<file path="src/rtl/median_est_pkg.sv">
// Shared definitions for the multi-pass median tracker: FSM encoding and
// the pass/candidate geometry derived from the block parameters.
package median_est_pkg;

  typedef enum logic [2:0] {
    S_IDLE,
    S_COUNT,
    S_DRAIN,
    S_DECIDE,
    S_DONE
  } state_t;

  function automatic int cand_log(input int num_cand);
    return $clog2(num_cand);
  endfunction

  // Digits of CAND_LOG bits needed to cover DATA_WIDTH bits, rounded up.
  function automatic int num_pass(input int data_width, input int num_cand);
    int cl;
    cl = $clog2(num_cand);
    return (data_width + cl - 1) / cl;
  endfunction

endpackage

</file>
<file path="src/rtl/median_threshold_bank.sv">
// Counts how many window magnitudes fall below each candidate threshold of the
// current pass and reports how many thresholds lie at or below the median.
module median_threshold_bank
  import median_est_pkg::*;
#(
  parameter int DATA_WIDTH   = 14,
  parameter int NUM_CAND     = 8,
  parameter int PREFIX_WIDTH = 15,
  parameter int SHIFT_WIDTH  = 4,
  parameter int CNT_WIDTH    = 11,
  localparam int CAND_LOG    = cand_log(NUM_CAND)
) (
  input  logic                    clk,
  input  logic [DATA_WIDTH-1:0]   m,
  input  logic                    valid,
  input  logic [PREFIX_WIDTH-1:0] prefix,
  input  logic [SHIFT_WIDTH-1:0]  shift,
  input  logic                    clear,
  input  logic [CNT_WIDTH-1:0]    r,
  output logic [CAND_LOG-1:0]     d
);

  // One spare bit so prefix + (NUM_CAND-1 << shift) never wraps.
  localparam int TW = PREFIX_WIDTH + 1;

  logic [CNT_WIDTH-1:0] cnt [NUM_CAND-1];
  logic [TW-1:0]        m_ext;

  assign m_ext = TW'(m);

  // NOTE: no rst here; the top folds rst into clear, so the counters
  // still come up at zero after a synchronous reset.
  always_ff @(posedge clk) begin
    for (int k = 0; k < NUM_CAND - 1; k++) begin
      if (clear) begin
        cnt[k] <= '0;
      end else if (valid && (m_ext < (TW'(prefix) + (TW'(k + 1) << shift)))) begin
        cnt[k] <= cnt[k] + 1'b1;
      end
    end
  end

  // A threshold with at most r magnitudes below it is not above the median.
  always_comb begin
    d = '0;
    for (int k = 0; k < NUM_CAND - 1; k++) begin
      if (cnt[k] <= r) d = d + 1'b1;
    end
  end

endmodule

</file>
<file path="src/rtl/median_tracker_mc.sv">
// Multi-pass median estimator of |sample| over an N-sample window; one digit
// of CAND_LOG bits is resolved per pass, MSB first.
module median_tracker_mc
  import median_est_pkg::*;
#(
  parameter int DATA_WIDTH      = 14,
  parameter int MAX_WINDOW_SIZE = 1024,
  parameter int NUM_CAND        = 8,
  localparam int CAND_LOG       = cand_log(NUM_CAND),
  localparam int NUM_PASS       = num_pass(DATA_WIDTH, NUM_CAND),
  localparam int WIN_W          = $clog2(MAX_WINDOW_SIZE),
  localparam int PASS_W         = $clog2(NUM_PASS) + 1
) (
  input  logic                  clk,
  input  logic                  rst,
  input  logic                  en_i,
  input  logic                  start_i,
  input  logic                  continuous_i,
  input  logic [WIN_W-1:0]      window_size_cfg,
  input  logic [DATA_WIDTH-1:0] sample_i,
  input  logic                  sample_valid_i,
  output logic [DATA_WIDTH-1:0] median_o,
  output logic                  median_valid_o,
  output logic                  lock_o,
  output logic                  busy_o,
  output logic [PASS_W-1:0]     pass_o
);

  localparam int PREFIX_W = NUM_PASS * CAND_LOG;
  localparam int SHIFT_W  = $clog2(PREFIX_W);
  localparam int CNT_W    = WIN_W + 1;

  state_t                state, state_next;
  logic [CNT_W-1:0]      acc_cnt, n_len, r_rank, n_cfg;
  logic [PREFIX_W-1:0]   prefix;
  logic [DATA_WIDTH-1:0] mag, m_reg;
  logic                  m_valid;
  logic                  accept, last_accept, last_pass;
  logic                  est_start, pass_start, bank_clear;
  logic [SHIFT_W-1:0]    shift;
  logic [CAND_LOG-1:0]   digit;

  // Two's-complement negate; the most negative code maps onto 2^(W-1).
  assign mag         = sample_i[DATA_WIDTH-1] ? (~sample_i + 1'b1) : sample_i;
  assign n_cfg       = (window_size_cfg == '0) ? CNT_W'(MAX_WINDOW_SIZE) : {1'b0, window_size_cfg};
  assign accept      = en_i && (state == S_COUNT) && sample_valid_i && (acc_cnt < n_len);
  assign last_accept = accept && (acc_cnt == n_len - 1'b1);
  assign last_pass   = (pass_o == PASS_W'(NUM_PASS - 1));
  assign shift       = SHIFT_W'((NUM_PASS - 1 - int'(pass_o)) * CAND_LOG);
  assign bank_clear  = rst || !en_i || est_start || pass_start;
  assign busy_o      = (state != S_IDLE);

  // NOTE: every output gets a default before the case, so no path can
  // leave one unassigned and infer a latch.
  always_comb begin
    state_next = state;
    est_start  = 1'b0;
    pass_start = 1'b0;
    if (!en_i) begin
      state_next = S_IDLE;
    end else begin
      case (state)
        S_IDLE:   if (start_i) begin
                    state_next = S_COUNT;
                    est_start  = 1'b1;
                  end
        S_COUNT:  if (last_accept) state_next = S_DRAIN;
        S_DRAIN:  state_next = S_DECIDE;
        S_DECIDE: if (last_pass) begin
                    state_next = S_DONE;
                  end else begin
                    state_next = S_COUNT;
                    pass_start = 1'b1;
                  end
        S_DONE:   if (continuous_i) begin
                    state_next = S_COUNT;
                    est_start  = 1'b1;
                  end else begin
                    state_next = S_IDLE;
                  end
        default:  state_next = S_IDLE;
      endcase
    end
  end

  // NOTE: non-blocking assignments, so every register here samples the
  // pre-edge values (DONE copies the old prefix while a restart clears it).
  always_ff @(posedge clk) begin
    if (rst) begin
      state          <= S_IDLE;
      acc_cnt        <= '0;
      n_len          <= '0;
      r_rank         <= '0;
      prefix         <= '0;
      pass_o         <= '0;
      m_reg          <= '0;
      m_valid        <= 1'b0;
      median_o       <= '0;
      median_valid_o <= 1'b0;
      lock_o         <= 1'b0;
    end else begin
      state          <= state_next;
      median_valid_o <= 1'b0;
      m_valid        <= accept;
      if (accept) begin
        m_reg   <= mag;
        acc_cnt <= acc_cnt + 1'b1;
      end
      if (!en_i) begin
        acc_cnt <= '0;
        prefix  <= '0;
        pass_o  <= '0;
        lock_o  <= 1'b0;
        m_valid <= 1'b0;
      end else begin
        if (est_start) begin
          n_len   <= n_cfg;
          r_rank  <= (n_cfg - 1'b1) >> 1;
          prefix  <= '0;
          pass_o  <= '0;
          acc_cnt <= '0;
        end
        if (pass_start) begin
          pass_o  <= pass_o + 1'b1;
          acc_cnt <= '0;
        end
        if (state == S_DECIDE) prefix <= prefix + (PREFIX_W'(digit) << shift);
        if (state == S_DONE) begin
          median_o       <= prefix[DATA_WIDTH-1:0];
          median_valid_o <= 1'b1;
          lock_o         <= 1'b1;
        end
      end
    end
  end

  median_threshold_bank #(
    .DATA_WIDTH  (DATA_WIDTH),
    .NUM_CAND    (NUM_CAND),
    .PREFIX_WIDTH(PREFIX_W),
    .SHIFT_WIDTH (SHIFT_W),
    .CNT_WIDTH   (CNT_W)
  ) u_bank (
    .clk   (clk),
    .m     (m_reg),
    .valid (m_valid),
    .prefix(prefix),
    .shift (shift),
    .clear (bank_clear),
    .r     (r_rank),
    .d     (digit)
  );

endmodule

</file>
<file path="config.mk">
export PLATFORM = sky130hd
export DESIGN_NAME = median_tracker_mc
export DESIGN_NICKNAME = d
export VERILOG_FILES = /design/src/rtl/median_est_pkg.sv /design/src/rtl/median_threshold_bank.sv /design/src/rtl/median_tracker_mc.sv
export SDC_FILE = /design/constraint.sdc
export NUM_CORES = 1
export LEC_CHECK = 0
export BUFFER_PORTS_ARGS = -buffer_cell sky130_fd_sc_hd__buf_4
export CAP_MARGIN = 10
export CORE_AREA = 2 2 166 168
export DETAILED_ROUTE_END_ITERATION = 8
export DIE_AREA = 0 0 168 170
export GPL_ROUTABILITY_DRIVEN = 0
export GPL_TIMING_DRIVEN = 0
export HOLD_SLACK_MARGIN = 0.1
export PLACE_DENSITY = 0.82
export REMOVE_ABC_BUFFERS = 1
export SYNTH_ARGS = -nofsm -noshare
export SYNTH_HDL_FRONTEND = slang
export SYNTH_SLANG_ARGS = --single-unit
</file>
<file path="constraint.sdc">
create_clock -name clk -period 9.2 [get_ports clk]
set_input_delay 1.84 -clock clk [delete_from_list [all_inputs] [get_ports clk]]
set_output_delay 1.84 -clock clk [all_outputs]
set_load 0.03 [all_outputs]
</file>
==> impl_metrics.csv <==
group,metric,value,unit
flow_run,max-cap-violations,0,
cells_and_area,regMostFlops,"u_bank.cnt",
floorplan,initial_utilization,64.18,%
clock_tree,cts_setup_buffers,0,
synth,yosysSeqAreaShare,23.47,%
clock_tree,ctsHoldBuffers,0,
setup_path,r2r-start,"r_rank[5]$_SDFFE_PP0P_",
sta,period_share,90.71,%
synth,avgSynthCellArea,8.389,um^2
routing,wl_per_cell,17.81,um
placed_design,detailed_place_hpwl,32610,um
routing,route.vias.total,15180,
routing,dr.pass1.iters,5,
setup_path,critPathKind,"register to register",
pwr,powerDensity,120.3,nW/um^2
sta,rsz0062_at_grt,"false",
clock_tree,cts_tree,"done",
global_route,grt_pass1_wl,71390,um
synth,synth_cell_types,77,
setup_path,reg2reg_depth,36,
sta,whs,0.4556,ns
routing,drtIter0Drc,1030,
synth,synthCells,2039,
floorplan,dieArea,28560,um^2
synth,synthTopCellsByArea,"ha_1 (22%), edfxtp_1 (14%), dfxtp_1 (9.9%)",
sta,finalSetupViolations,0,
pwr,power,2.218,mW
routing,vias_per_cell,6.272,
clock_tree,clk_pin_slew,0.08,ns
setup_path,crit_top_cell,"ha_1",
setup_path,reg2reg_slack,0.85,ns
cells_and_area,final_nets,2408,
setup_path,crit_slowest_cell,"xnor2_2",
floorplan,die_h,170,um
pwr,ir_worst_vdd,0.1153,mV
clock_tree,numCtsBuffers,17,
pwr,power_leakage,7.953,nW
sta,slew_headroom,21.31,%
setup_path,cp_slowest_stage_delay,0.43,ns
setup_path,cp-endpoint,"prefix[14]$_SDFFE_PP0P_",
setup_path,worstSetupEndpointType,"register",
clock_tree,cts_sinks,162,
sta,hold_violations,0,
routing,wirelength,43110,um
synth,yosysTopAreaCell,"ha_1",
sta,final_max_slew_viol_count,0,
synth,syn_area,17110,um^2
clock_tree,clock_latency,0.45,ns
sta,worst_pin_slew,1.180,ns
floorplan,die_w,168,um
cells_and_area,drive_above_1_share,6.061,%
synth,ys_seq_elements,162,
clock_tree,htreeDepth,4,
cells_and_area,syn2layout_area_growth,7.805,%
setup_path,worstPathArrival,8.68,ns
synth,yosysWarnings,0,
global_route,grt.total_usage,30.49,%
synth,synth_top_flop_cell,"dfxtp_1",
floorplan,ioPinCount,51,
outcome,status,"finished, final reports clean",
clock_tree,clockBufferDepth,2,
cells_and_area,reg_top3,"u_bank.cnt: 77 flops, prefix: 15 flops",
cells_and_area,largest_reg_flops,77,
sta,fmax,0.1198,GHz
worst_hold_path,min_path_type,"register to register",
setup_path,crit_fanout,7,
setup_path,startpoint,"r_rank[5]$_SDFFE_PP0P_",
synth,synth_top_area_share,22.38,%
floorplan,rows,60,
cells_and_area,mostFrequentLayoutCells,"ha_1 (306), nor2_1 (177), a21oi_1 (157), nand2_1 (154), inv_1 (121)",
sta,fin_skew,0.01588,ns
synth,ys_async_sr_fraction,0,%
cells_and_area,layout_commonest_cell,"ha_1",
floorplan,core,26650,um^2
global_route,grt-ovfl-total,0,
routing,antenna_left,0,
setup_path,cp.required,9.53,ns
setup_path,reg2reg_to,"prefix[14]$_SDFFE_PP0P_",
clock_tree,root_buffer,"clkbuf_16",
synth,synth_edf_count,77,
global_route,antenna_found_initial,0,
placed_design,portBuffers,50,
global_route,grt_max_degree,52,
cells_and_area,num_antenna_cells,0,
setup_path,crit_path_start_kind,"register",
routing,drc,0,
global_route,grt_pass1_vias,14860,
sta,fin_crit,8.345,ns
## logic make-up after synthesis
| group | count (synthesis) | synth area share [%] |
|---|---|---|
| XOR/XNOR | 201 | 10.50 |
| adder cells (fa/ha/maj) | 312 | 23.09 |
| buffers and inverters | 169 | 3.760 |
| flip-flops | 162 | 23.47 |
| AO/OA/AOI/OAI | 473 | 17.76 |
| multiplexers | 15 | 0.8997 |
| AND/OR/NAND/NOR | 707 | 20.53 |
## per-layer routing
metal  wire length (um)  GRT usage (%)  part of all wire [%]
met1              18550          37.66                    43
met5                  0              0                     0
met4               1532          13.38                   3.6
met3               2292          3.605                   5.3
met2              20740          53.72                    48
## worst min path at each step
stage | start | endpoint | depth (start not counted)
2_1_floorplan | state[0]$_SDFFE_PP0P_ | state[0]$_SDFFE_PP0P_ | 1
3_3_place_gp | median_o[7]$_SDFFE_PP0P_ | median_o[7]$_SDFFE_PP0P_ | 2
3_5_place_dp | median_o[11]$_SDFFE_PP0P_ | median_o[11]$_SDFFE_PP0P_ | 2
4_1_cts | median_o[11]$_SDFFE_PP0P_ | median_o[11]$_SDFFE_PP0P_ | 2
5_1_grt | median_o[11]$_SDFFE_PP0P_ | median_o[11]$_SDFFE_PP0P_ | 2
6_report | median_o[11]$_SDFFE_PP0P_ | median_o[11]$_SDFFE_PP0P_ | 2
## layout make-up
| cell class | count | area [um^2] |
|---|---|---|
| flip-flops and latches | 162 | 4015 |
| well taps | 341 | 426.7 |
| multi-input cells | 1708 | 12470 |
| clock inverters | 15 | 198.9 |
| fillers | 2082 | 8210 |
| repair buffers | 56 | 451.7 |
| inverters | 121 | 454.2 |
| clock buffers | 17 | 425.4 |
## through the flow
step	setup TNS, ns	std cells	setup slack [ns]	util [%]	area, um^2
floorplan	0	1991	0.9641	-	16920
global placement	-46.69	2382	-1.639	66.48	17720
detailed placement	0	2387	0.6240	66.79	17800
CTS	0	2419	0.5898	69.13	18420
global route	0	2420	0.2491	69.19	18440
finish	0	2420	0.8549	69.19	18440
## Yosys cell counts, types with 28 or more instances
cell        n
inv_1     121
xnor2_1    98
xor2_1    100
edfxtp_1   77
clkbuf_1   42
ha_1      306
nor2b_1    29
o21ai_0    88
a21oi_1   157
a211oi_1   32
nor2_1    177
a21o_1     69
nand3_1    81
and3_1     34
nand2_1   154
nor3_1     62
nand2b_1   31
nand4_1    28
dfxtp_1    85
## where the power goes
part           internal, mW  total [mW]  switching [mW]
Combinational         0.267       0.638           0.371
Sequential            0.776       0.807          0.0309
Clock                 0.376       0.773           0.397
## what timing repair did
| action | 4_1_cts | 5_1_grt |
|---|---|---|
| gates resized for setup | 0 | 1 |
| hold endpoints to repair | 0 | 0 |
| endpoints found under the setup margin | 0 | 17 |
## worst max-delay path: cells and delay by family (launching register included)
kind / cells / cell delay, ns
and+or+nand+nor: 9 / 1.33
muxes: 4 / 0.85
AOI/OAI and AO/OA: 12 / 2.74
adders and majority gates: 6 / 1.75
DFF: 1 / 0.32
buffers and inverters: 3 / 0.57
xor gates and xnor gates: 2 / 0.68
Power figures use the tool's default switching activity.
